File: src/rtl/coreahbltoaxi_wrch_wdriver.sv
// AXI write-data channel driver: pops burst beats from the write-data FIFO through a
// 2-entry skid buffer and drives WID/WDATA/WSTRB/WLAST/WVALID under WREADY flow control.
module coreahbltoaxi_wrch_wdriver #(
   parameter int AXI_DWIDTH = 64,
   parameter int ID_WIDTH   = 4
) (
   input  logic                    rdclk,
   input  logic                    rdrst,
   input  logic                    cmd_valid,
   output logic                    cmd_ready,
   input  logic [3:0]              cmd_len,
   input  logic [ID_WIDTH-1:0]     cmd_id,
   input  logic [AXI_DWIDTH/8-1:0] cmd_strb_first,
   input  logic [AXI_DWIDTH/8-1:0] cmd_strb_last,
   input  logic                    fifo_empty,
   input  logic [AXI_DWIDTH-1:0]   fifo_rddata,
   output logic                    fifo_rdinr,
   output logic [ID_WIDTH-1:0]     WID,
   output logic [AXI_DWIDTH-1:0]   WDATA,
   output logic [AXI_DWIDTH/8-1:0] WSTRB,
   output logic                    WLAST,
   output logic                    WVALID,
   input  logic                    WREADY,
   output logic                    wburst_done
);

   localparam int STRB_W = AXI_DWIDTH / 8;

   typedef enum logic {
      ST_IDLE,
      ST_BURST
   } state_t;

   state_t                  r_state;
   logic [3:0]              r_len;
   logic [ID_WIDTH-1:0]     r_id;
   logic [STRB_W-1:0]       r_strb_first;
   logic [STRB_W-1:0]       r_strb_last;
   logic [4:0]              r_pops_left;
   logic [3:0]              r_beat_cnt;
   logic [1:0]              r_count;
   logic                    r_pop_d;
   logic [AXI_DWIDTH-1:0]   r_buf0;
   logic [AXI_DWIDTH-1:0]   r_buf1;

   logic                    w_hs;
   logic                    w_last_beat;
   logic [2:0]              w_occ;
   logic                    w_pop;
   logic [STRB_W-1:0]       w_strb;

   // Occupancy the buffer will have after this cycle's capture and dequeue.
   assign w_hs        = WVALID & WREADY;
   assign w_last_beat = (r_beat_cnt == r_len);
   assign w_occ       = 3'(r_count) + 3'(r_pop_d) - 3'(w_hs);
   assign w_pop       = (r_state == ST_BURST) & ~fifo_empty & (r_pops_left != 5'd0) & (w_occ < 3'd2);

   assign fifo_rdinr  = w_pop;
   assign cmd_ready   = (r_state == ST_IDLE);
   assign WVALID      = (r_count != 2'd0);
   assign WLAST       = WVALID & w_last_beat;
   assign WDATA       = r_buf0;
   assign WID         = r_id;
   assign wburst_done = w_hs & WLAST;
   assign WSTRB       = w_strb;

   // NOTE: every variable assigned in always_comb gets a default first, so no latch is inferred.
   always_comb begin
      w_strb = '0;
      if (WVALID) begin
         if (r_len == 4'd0)
            w_strb = r_strb_first & r_strb_last;
         else if (r_beat_cnt == 4'd0)
            w_strb = r_strb_first;
         else if (w_last_beat)
            w_strb = r_strb_last;
         else
            w_strb = '1;
      end
   end

   // NOTE: state uses non-blocking assignments so every register sees pre-edge values.
   always_ff @(posedge rdclk) begin
      if (rdrst) begin
         r_state      <= ST_IDLE;
         r_len        <= '0;
         r_id         <= '0;
         r_strb_first <= '0;
         r_strb_last  <= '0;
         r_pops_left  <= '0;
         r_beat_cnt   <= '0;
         r_count      <= '0;
         r_pop_d      <= 1'b0;
         // NOTE: the two data entries are reset as well so WDATA reads zero straight out of reset.
         r_buf0       <= '0;
         r_buf1       <= '0;
      end else begin
         r_pop_d <= w_pop;
         if (w_pop)
            r_pops_left <= r_pops_left - 5'd1;

         case (r_state)
            ST_IDLE: begin
               if (cmd_valid) begin
                  r_state      <= ST_BURST;
                  r_len        <= cmd_len;
                  r_id         <= cmd_id;
                  r_strb_first <= cmd_strb_first;
                  r_strb_last  <= cmd_strb_last;
                  r_pops_left  <= {1'b0, cmd_len} + 5'd1;
                  r_beat_cnt   <= '0;
               end
            end
            ST_BURST: begin
               if (w_hs) begin
                  if (w_last_beat)
                     r_state <= ST_IDLE;
                  else
                     r_beat_cnt <= r_beat_cnt + 4'd1;
               end
            end
            default: r_state <= ST_IDLE;
         endcase

         // Head always drives WDATA; capture and dequeue may coincide.
         if (r_pop_d && w_hs) begin
            if (r_count == 2'd1) begin
               r_buf0 <= fifo_rddata;
            end else begin
               r_buf0 <= r_buf1;
               r_buf1 <= fifo_rddata;
            end
         end else if (w_hs) begin
            r_buf0  <= r_buf1;
            r_count <= r_count - 2'd1;
         end else if (r_pop_d) begin
            if (r_count == 2'd0)
               r_buf0 <= fifo_rddata;
            else
               r_buf1 <= fifo_rddata;
            r_count <= r_count + 2'd1;
         end
      end
   end

endmodule

File: config.mk
export PLATFORM = sky130hd
export DESIGN_NAME = coreahbltoaxi_wrch_wdriver
export DESIGN_NICKNAME = d
export VERILOG_FILES = /design/src/rtl/coreahbltoaxi_wrch_wdriver.sv
export SDC_FILE = /design/constraint.sdc
export NUM_CORES = 1
export LEC_CHECK = 0
export ABC_AREA = 1
export CAP_MARGIN = 20
export CORE_ASPECT_RATIO = 1.25
export CORE_MARGIN = 2
export CORE_UTILIZATION = 30
export DETAILED_ROUTE_END_ITERATION = 10
export GPL_TIMING_DRIVEN = 0
export PLACE_DENSITY = 0.61
export SYNTH_ARGS = -nofsm -noshare
export SYNTH_HDL_FRONTEND = slang
export SYNTH_SLANG_ARGS = --single-unit
File: constraint.sdc
create_clock -name rdclk -period 3.7 [get_ports rdclk]
set_input_delay 0.74 -clock rdclk [delete_from_list [all_inputs] [get_ports rdclk]]
set_output_delay 0.74 -clock rdclk [all_outputs]
set_load 0.005 [all_outputs]
==> impl_metrics.env, run 1 <==
export IMPL_clk_pin_slew_worst_paths_ns=0.07
export IMPL_crit_type="reg2out"
export IMPL_critical_path_arrival_ns=2.77
export IMPL_layout_common_cells="clkdlybuf4s50_1 (170), o21ai_0 (167), dfxtp_1 (164)"
export IMPL_antenna_left=0
export IMPL_cts_tree="yes"
export IMPL_drtPass1Iterations=5
export IMPL_rows=62
export IMPL_cp_slowest_cell="fa_1"
export IMPL_syn2layout_area_growth_pct=39.5
export IMPL_grt_pass1_vias=6891
export IMPL_slew_headroom=0.616
export IMPL_grtUsageTotal=0.185
export IMPL_clock_sinks=165
export IMPL_cts_buffers=17
export IMPL_ys_seq_area_frac=0.470
export IMPL_viasPerCell=4.77
export IMPL_grt_overflow=0
export IMPL_finClkSkew_ns=0.0105
export IMPL_via_count=6964
export IMPL_antenna_found_initial=1
export IMPL_final_max_slew_viol_count=0
export IMPL_fin_nets=1258
export IMPL_fin_util=0.426
export IMPL_maxCapViolations=0
export IMPL_dieArea_sq_um=24700
export IMPL_floorplan_initialDensity=0.305
export IMPL_ys_types=25
export IMPL_drc=0
export IMPL_routabilityCongestion=0.798
export IMPL_worst_pin_slew_ns=0.576
export IMPL_setup_violations=0
export IMPL_cts_max_path_buffers=2
export IMPL_status="complete, no violations"
export IMPL_die_height_microns=175
export IMPL_final_common_cell="clkdlybuf4s50_1"
export IMPL_total_leakage_power_uw=0.00380
export IMPL_postSynthAreaPerCell_sq_um=7.32
export IMPL_synthesis_area_sq_um=7030
export IMPL_crit_chain="inv_2 > ha_4 > inv_1 > nand2_2 > buf_8 > nor2_4 > nor2_1 > nor2_1 > inv_1 > fa_1 > nand3_1 > nor2_2 > nand2_2 > inv_2 > dlygate4sd2_1"
export IMPL_fin_hold_ws_ns=0.452
export IMPL_p_per_area_nw_per_um2=606
export IMPL_fp_coreArea_sq_um=23000
export IMPL_clock_latency_ns=0.43
export IMPL_wl_microns=22900
export IMPL_portBuffers=172
export IMPL_clock_tree_htree_level_count=4
export IMPL_synthCells=961
export IMPL_cts_root_buffer="clkbuf_16"
export IMPL_dp_hpwl_microns=16700
export IMPL_final_hold_viol_count=0
export IMPL_fin_crit_ns=3.51
export IMPL_dieWidth_microns=141
export IMPL_vdd_drop_max_v=0.000368
export IMPL_max_freq_mhz=285
export IMPL_path_buf_inv=6
export IMPL_cp_start_kind="flip-flop"
export IMPL_grt_max_degree=17
export IMPL_worst_path_largest_cell_delay_ns=0.49
export IMPL_avgRoutedWirePerCell_microns=15.7
export IMPL_hp_class="reg2reg"
export IMPL_drive_above_1_share=0.0709
export IMPL_crit_family="adder cells"
export IMPL_critPathMaxFanout=4
export IMPL_grt_first_pass_wirelength_microns=36200
export IMPL_rsz0062_at_grt="no"
export IMPL_drt_iter0_markers=342
export IMPL_io_pins=174
export IMPL_cp_end_kind="primary output"
export IMPL_synth_seq_cells=165
export IMPL_yosysWarnings=0
export IMPL_period_share=0.948
export IMPL_synth_fp_nets=1062
export IMPL_cp_required_ns=2.96
[worst reg2reg max path: stages (launching register included)]
cell     delay (ns)
dfxtp_4        0.37
inv_2          0.06
ha_4           0.17
inv_1          0.08
nand2_2        0.08
buf_8          0.14
nor2_4         0.09
nor2_1         0.07
nor2_1         0.09
inv_1          0.07
fa_1           0.49
nand3_1        0.09
nor2_2         0.14
nand2_2        0.09
buf_4          0.17
nand2_1        0.05
o21ai_0        0.06
o21ai_0        0.15
inv_1          0.06
[area by class of cell]
type	instances	area [sq um]
buffer	66	304
tap	288	360
clock buffer	18	429
sequential	165	3310
antenna	1	2.50
clock inverter	14	199
timing repair buffer	178	1760
inverter	90	338
fill	2347	13200
multi-input combinational	639	3110
[per-layer routing]
layer,GRT usage,vias up,wire length (microns)
li1,-,3580,-
met1,0.226,3199,9980
met2,0.323,156,11400
met3,0.0430,29,1190
met4,0.0546,0,394
met5,0,-,0
[metrics by stage]
step	worst slack [ns]	power (uW)	cells	cell area, sq um	setup TNS [ns]
floorplan	0.633	3080	961	7030	0
global placement	-0.902	4030	1421	9110	-0.902
detailed placement	-0.871	4040	1421	9110	-0.871
CTS	0.200	6000	1458	9810	0
global route	0.0108	6290	1459	9810	0
finish	0.192	5950	1459	9810	0
[registers in the layout (all words and copies together) (netlist names), 4 cells and up]
| name | cells |
|---|---|
| WID | 4 |
| r_beat_cnt | 4 |
| r_len | 4 |
| r_strb_first | 8 |
| r_strb_last | 8 |
| r_buf1 | 64 |
| r_pops_left | 5 |
| WDATA | 64 |
[kinds of logic after synthesis]
family,Yosys count,synth area share
flip-flops,165,0.470
buffers and inverters,157,0.0918
AND/OR/NAND/NOR,273,0.152
adder cells (fa/ha/maj),8,0.0153
AO/OA/AOI/OAI,352,0.264
XOR/XNOR,6,0.00747
[what timing repair did]
| item | in CTS | in global routing |
|---|---|---|
| gates resized for setup | 14 | 0 |
| setup endpoints to repair | 1 | 0 |
| hold buffers | 0 | 0 |
| setup buffers | 6 | 0 |
[synthesized netlist by cell type]
cell        n  area, sq um
o21ai_0   167          836
dfxtp_1   165         3300
a21oi_1   148          741
nand2_1   126          473
nor2_1    121          454
inv_1      87          327
clkbuf_1   33          124
buf_2      30          150
o211ai_1   26          195
nand3_1    22          110
a22oi_1     9         67.6
ha_1        7         87.6
xnor2_1     4         35.0
buf_4       3         22.5
inv_2       2         7.51
xor2_1      2         17.5
a41oi_1     1         8.76
buf_6       1         11.3
clkinv_1    1         3.75
fa_1        1         20.0
nand3_2     1         10.0
nand3b_1    1         7.51
nand4_1     1         6.26
nor2_2      1         6.26
o21ai_2     1         8.76
[report_power, final]
group	switching [uW]	total [uW]	internal, uW
combinational	952	1820	872
sequential	154	2220	2060
clock	771	1910	1140
[worst paths after layout]
check,end,start,slack [ns],depth (start not counted)
worst min register to register,r_buf1[42],r_buf1[42],0.45,2
worst max-delay path,fifo_rdinr,r_count[1],0.19,15
worst min-delay path,r_buf1[42],r_buf1[42],0.45,2
worst max register to register,r_pops_left[2],r_count[1],1.07,18
No activity file was read; power rests on OpenSTA's default activity.
==> run 2, diff against run 1 <==
- CORE_ASPECT_RATIO: 1.25 -> unset
==> run 2 against run 1 <==
  * Non-clock buffer count increased by 1
  * Register-to-register slack got worse by 0.04 ns
  * Clock skew decreased by 0.0018 ns
  * Maximum frequency decreased by 0.33%
  * Global-route usage increased by 0.48 points
  * First-iteration DRC count increased by 31%
  * Via count increased by 0.89%
  * Sequential power about the same
  * Count of clock-buffer cells in the layout increased by 3
  * Sequential share of layout area about the same
  * Design area decreased by 0.10%
==> impl_metrics.env, run 2 (synthesis results as in run 1) <==
export IMPL_status="complete, no violations"
export IMPL_final_setup_worst_slack_ns=0.180
export IMPL_p_clk_frac=0.302
export IMPL_grtUsageTotal=0.190
export IMPL_slew_headroom=0.591
export IMPL_regToRegSetupSlack_ns=1.03
export IMPL_critPathMaxFanout=10
export IMPL_seq_power_share=0.383
export IMPL_pre_cts_slack_ns=-0.803
export IMPL_grt_pass1_vias=6660
export IMPL_busiest_layer="met2"
export IMPL_cts_tree="yes"
export IMPL_grt_first_pass_wirelength_microns=36200
export IMPL_portBuffers=172
export IMPL_post_dp_cell_area_sq_um=9150
export IMPL_drc=0
export IMPL_routabilityCongestion=0.806
export IMPL_path_buf_inv=7
export IMPL_grt_max_degree=17
export IMPL_worst_path_largest_cell_delay_ns=0.51
export IMPL_cts_max_path_buffers=2
export IMPL_die_height_microns=157
export IMPL_crit_type="reg2out"
export IMPL_dieWidth_microns=157
export IMPL_drive_above_1_share=0.0701
export IMPL_startpoint="r_count[1]"
export IMPL_clock_tree_htree_level_count=4
export IMPL_final_max_slew_viol_count=0
export IMPL_p_sw_uw=1830
export IMPL_floorplan_initialDensity=0.302
export IMPL_grt_overflow=0
export IMPL_final_common_cell="clkdlybuf4s50_1"
export IMPL_dp_hpwl_microns=16600
export IMPL_met3_usage=0.0424
export IMPL_worst_hold_path_num_cells=2
export IMPL_cp_slowest_cell="fa_1"
export IMPL_maxCapViolations=0
export IMPL_pwr_share_comb=0.315
export IMPL_wl_microns=23300
export IMPL_finClkSkew_ns=0.00872
export IMPL_max_freq_mhz=284
export IMPL_syn2layout_area_growth_pct=39.4
export IMPL_drtPass1Iterations=5
export IMPL_min_to="r_buf1[7]"
export IMPL_period_share=0.951
export IMPL_p_sw_frac=0.315
export IMPL_grt_util_met2=0.302
export IMPL_p_per_area_nw_per_um2=592
export IMPL_diodes=0
export IMPL_cp_start_kind="flip-flop"
export IMPL_worst_pin_slew_ns=0.613
export IMPL_via_count=7026
export IMPL_setup_violations=0
export IMPL_io_pins=174
export IMPL_worstReg2RegEnd="r_pops_left[2]"
export IMPL_hp_class="reg2reg"
export IMPL_layout_common_cells="clkdlybuf4s50_1 (170), o21ai_0 (167), dfxtp_1 (164)"
export IMPL_final_fill_count=2431
export IMPL_antenna_found_initial=0
export IMPL_clock_latency_ns=0.42
export IMPL_grtUsageMet1=0.256
export IMPL_total_leakage_power_uw=0.00379
export IMPL_rsz0062_at_grt="no"
export IMPL_ff2ff_path_depth=17
export IMPL_fin_crit_ns=3.52
export IMPL_drt_iter0_markers=449
export IMPL_cts_root_buffer="clkbuf_16"
export IMPL_rows=56
export IMPL_cp_required_ns=2.96
export IMPL_vdd_drop_max_v=0.000276
export IMPL_postCtsHoldBufs=0
export IMPL_clk_pin_slew_worst_paths_ns=0.06
export IMPL_fp_coreArea_sq_um=23300
export IMPL_clock_sinks=165
export IMPL_p_int_uw=3980
export IMPL_crit_chain="inv_2 > ha_4 > inv_1 > nand2_2 > buf_8 > nor2_4 > buf_4 > buf_4 > fa_1 > nand3_1 > nor2_2 > nand2_2 > inv_2 > dlygate4sd2_1"
export IMPL_fin_nets=1259
export IMPL_r2r_start="r_count[1]"
export IMPL_critical_path_arrival_ns=2.78
export IMPL_crit_family="buffers and inverters"
export IMPL_avgRoutedWirePerCell_microns=15.7
export IMPL_postLayoutCellArea_sq_um=9800
export IMPL_final_hold_viol_count=0
export IMPL_viasPerCell=4.72
export IMPL_cp_end_kind="primary output"
export IMPL_cts_buffers=17
export IMPL_fin_hold_ws_ns=0.450
export IMPL_hp_start="r_buf1[7]"
export IMPL_antenna_left=0
export IMPL_dieArea_sq_um=24700
run 2: area by class of cell:
| type | instances | area (sq um) | area share |
|---|---|---|---|
| multi-input cells | 639 | 3110 | 0.317 |
| plain buffers | 67 | 312 | 0.0318 |
| clock inverters | 9 | 104 | 0.0106 |
| repair buffers | 178 | 1760 | 0.180 |
| inverters | 90 | 338 | 0.0345 |
| well taps | 319 | 399 | 0.0407 |
| flip-flops and latches | 165 | 3310 | 0.337 |
| clock buffers | 21 | 470 | 0.0480 |
run 2: what timing repair did:
action                                 4_1_cts  5_1_grt
setup endpoints to repair                    1        1
pin swaps                                    2        1
gates cloned                                 0        0
gates resized for setup                     10        4
endpoints found under the hold margin        0        0
setup buffers                                2        4
run 2: power by group through the flow:
| stage | sequential [uW] | combinational (uW) | clock (uW) |
|---|---|---|---|
| after global placement | 2260 | 1760 | 0 |
| after CTS | 2220 | 1820 | 1790 |
| after global routing | 2260 | 2030 | 1860 |
| after floorplan | 2250 | 835 | 0 |
| final | 2230 | 1830 | 1750 |
| after detailed placement | 2260 | 1780 | 0 |
run 2: worst max-delay path by stage:
stage	to	slack (ns)	depth (start not counted)
after CTS	fifo_rdinr	0.05	14
after global routing	fifo_rdinr	0.02	14
after detailed placement	fifo_rdinr	-0.80	13
final	fifo_rdinr	0.18	14
after floorplan	fifo_rdinr	0.63	11
after global placement	fifo_rdinr	-0.80	13
run 2: tightest hold or removal path: stages, from the launching register on:
cell	delay, ns
dfxtp_1	0.30
inv_1	0.06
a21oi_1	0.05
run 2: per-stage QoR:
stage,total power [uW],util,TNS [ns],std cells
floorplan,3080,-,0,961
global placement,4020,0.394,-0.799,1452
detailed placement,4040,0.394,-0.803,1452
CTS,5840,0.420,0,1484
finish,5810,0.421,0,1488
global route,6150,0.421,0,1488
run 2: metal layers:
layer	wire length, microns	part of all wire	up-vias
met4	301	0.013	0
met5	0	0	-
met2	10600	0.45	202
met3	1530	0.066	18
met1	10900	0.47	3234
li1	-	-	3572
==> run 3, diff against run 2 <==
- CAP_MARGIN: 20 -> unset
==> results of run 3 <==
No change in the layout: final DEF, timing and power equal those of run 2.
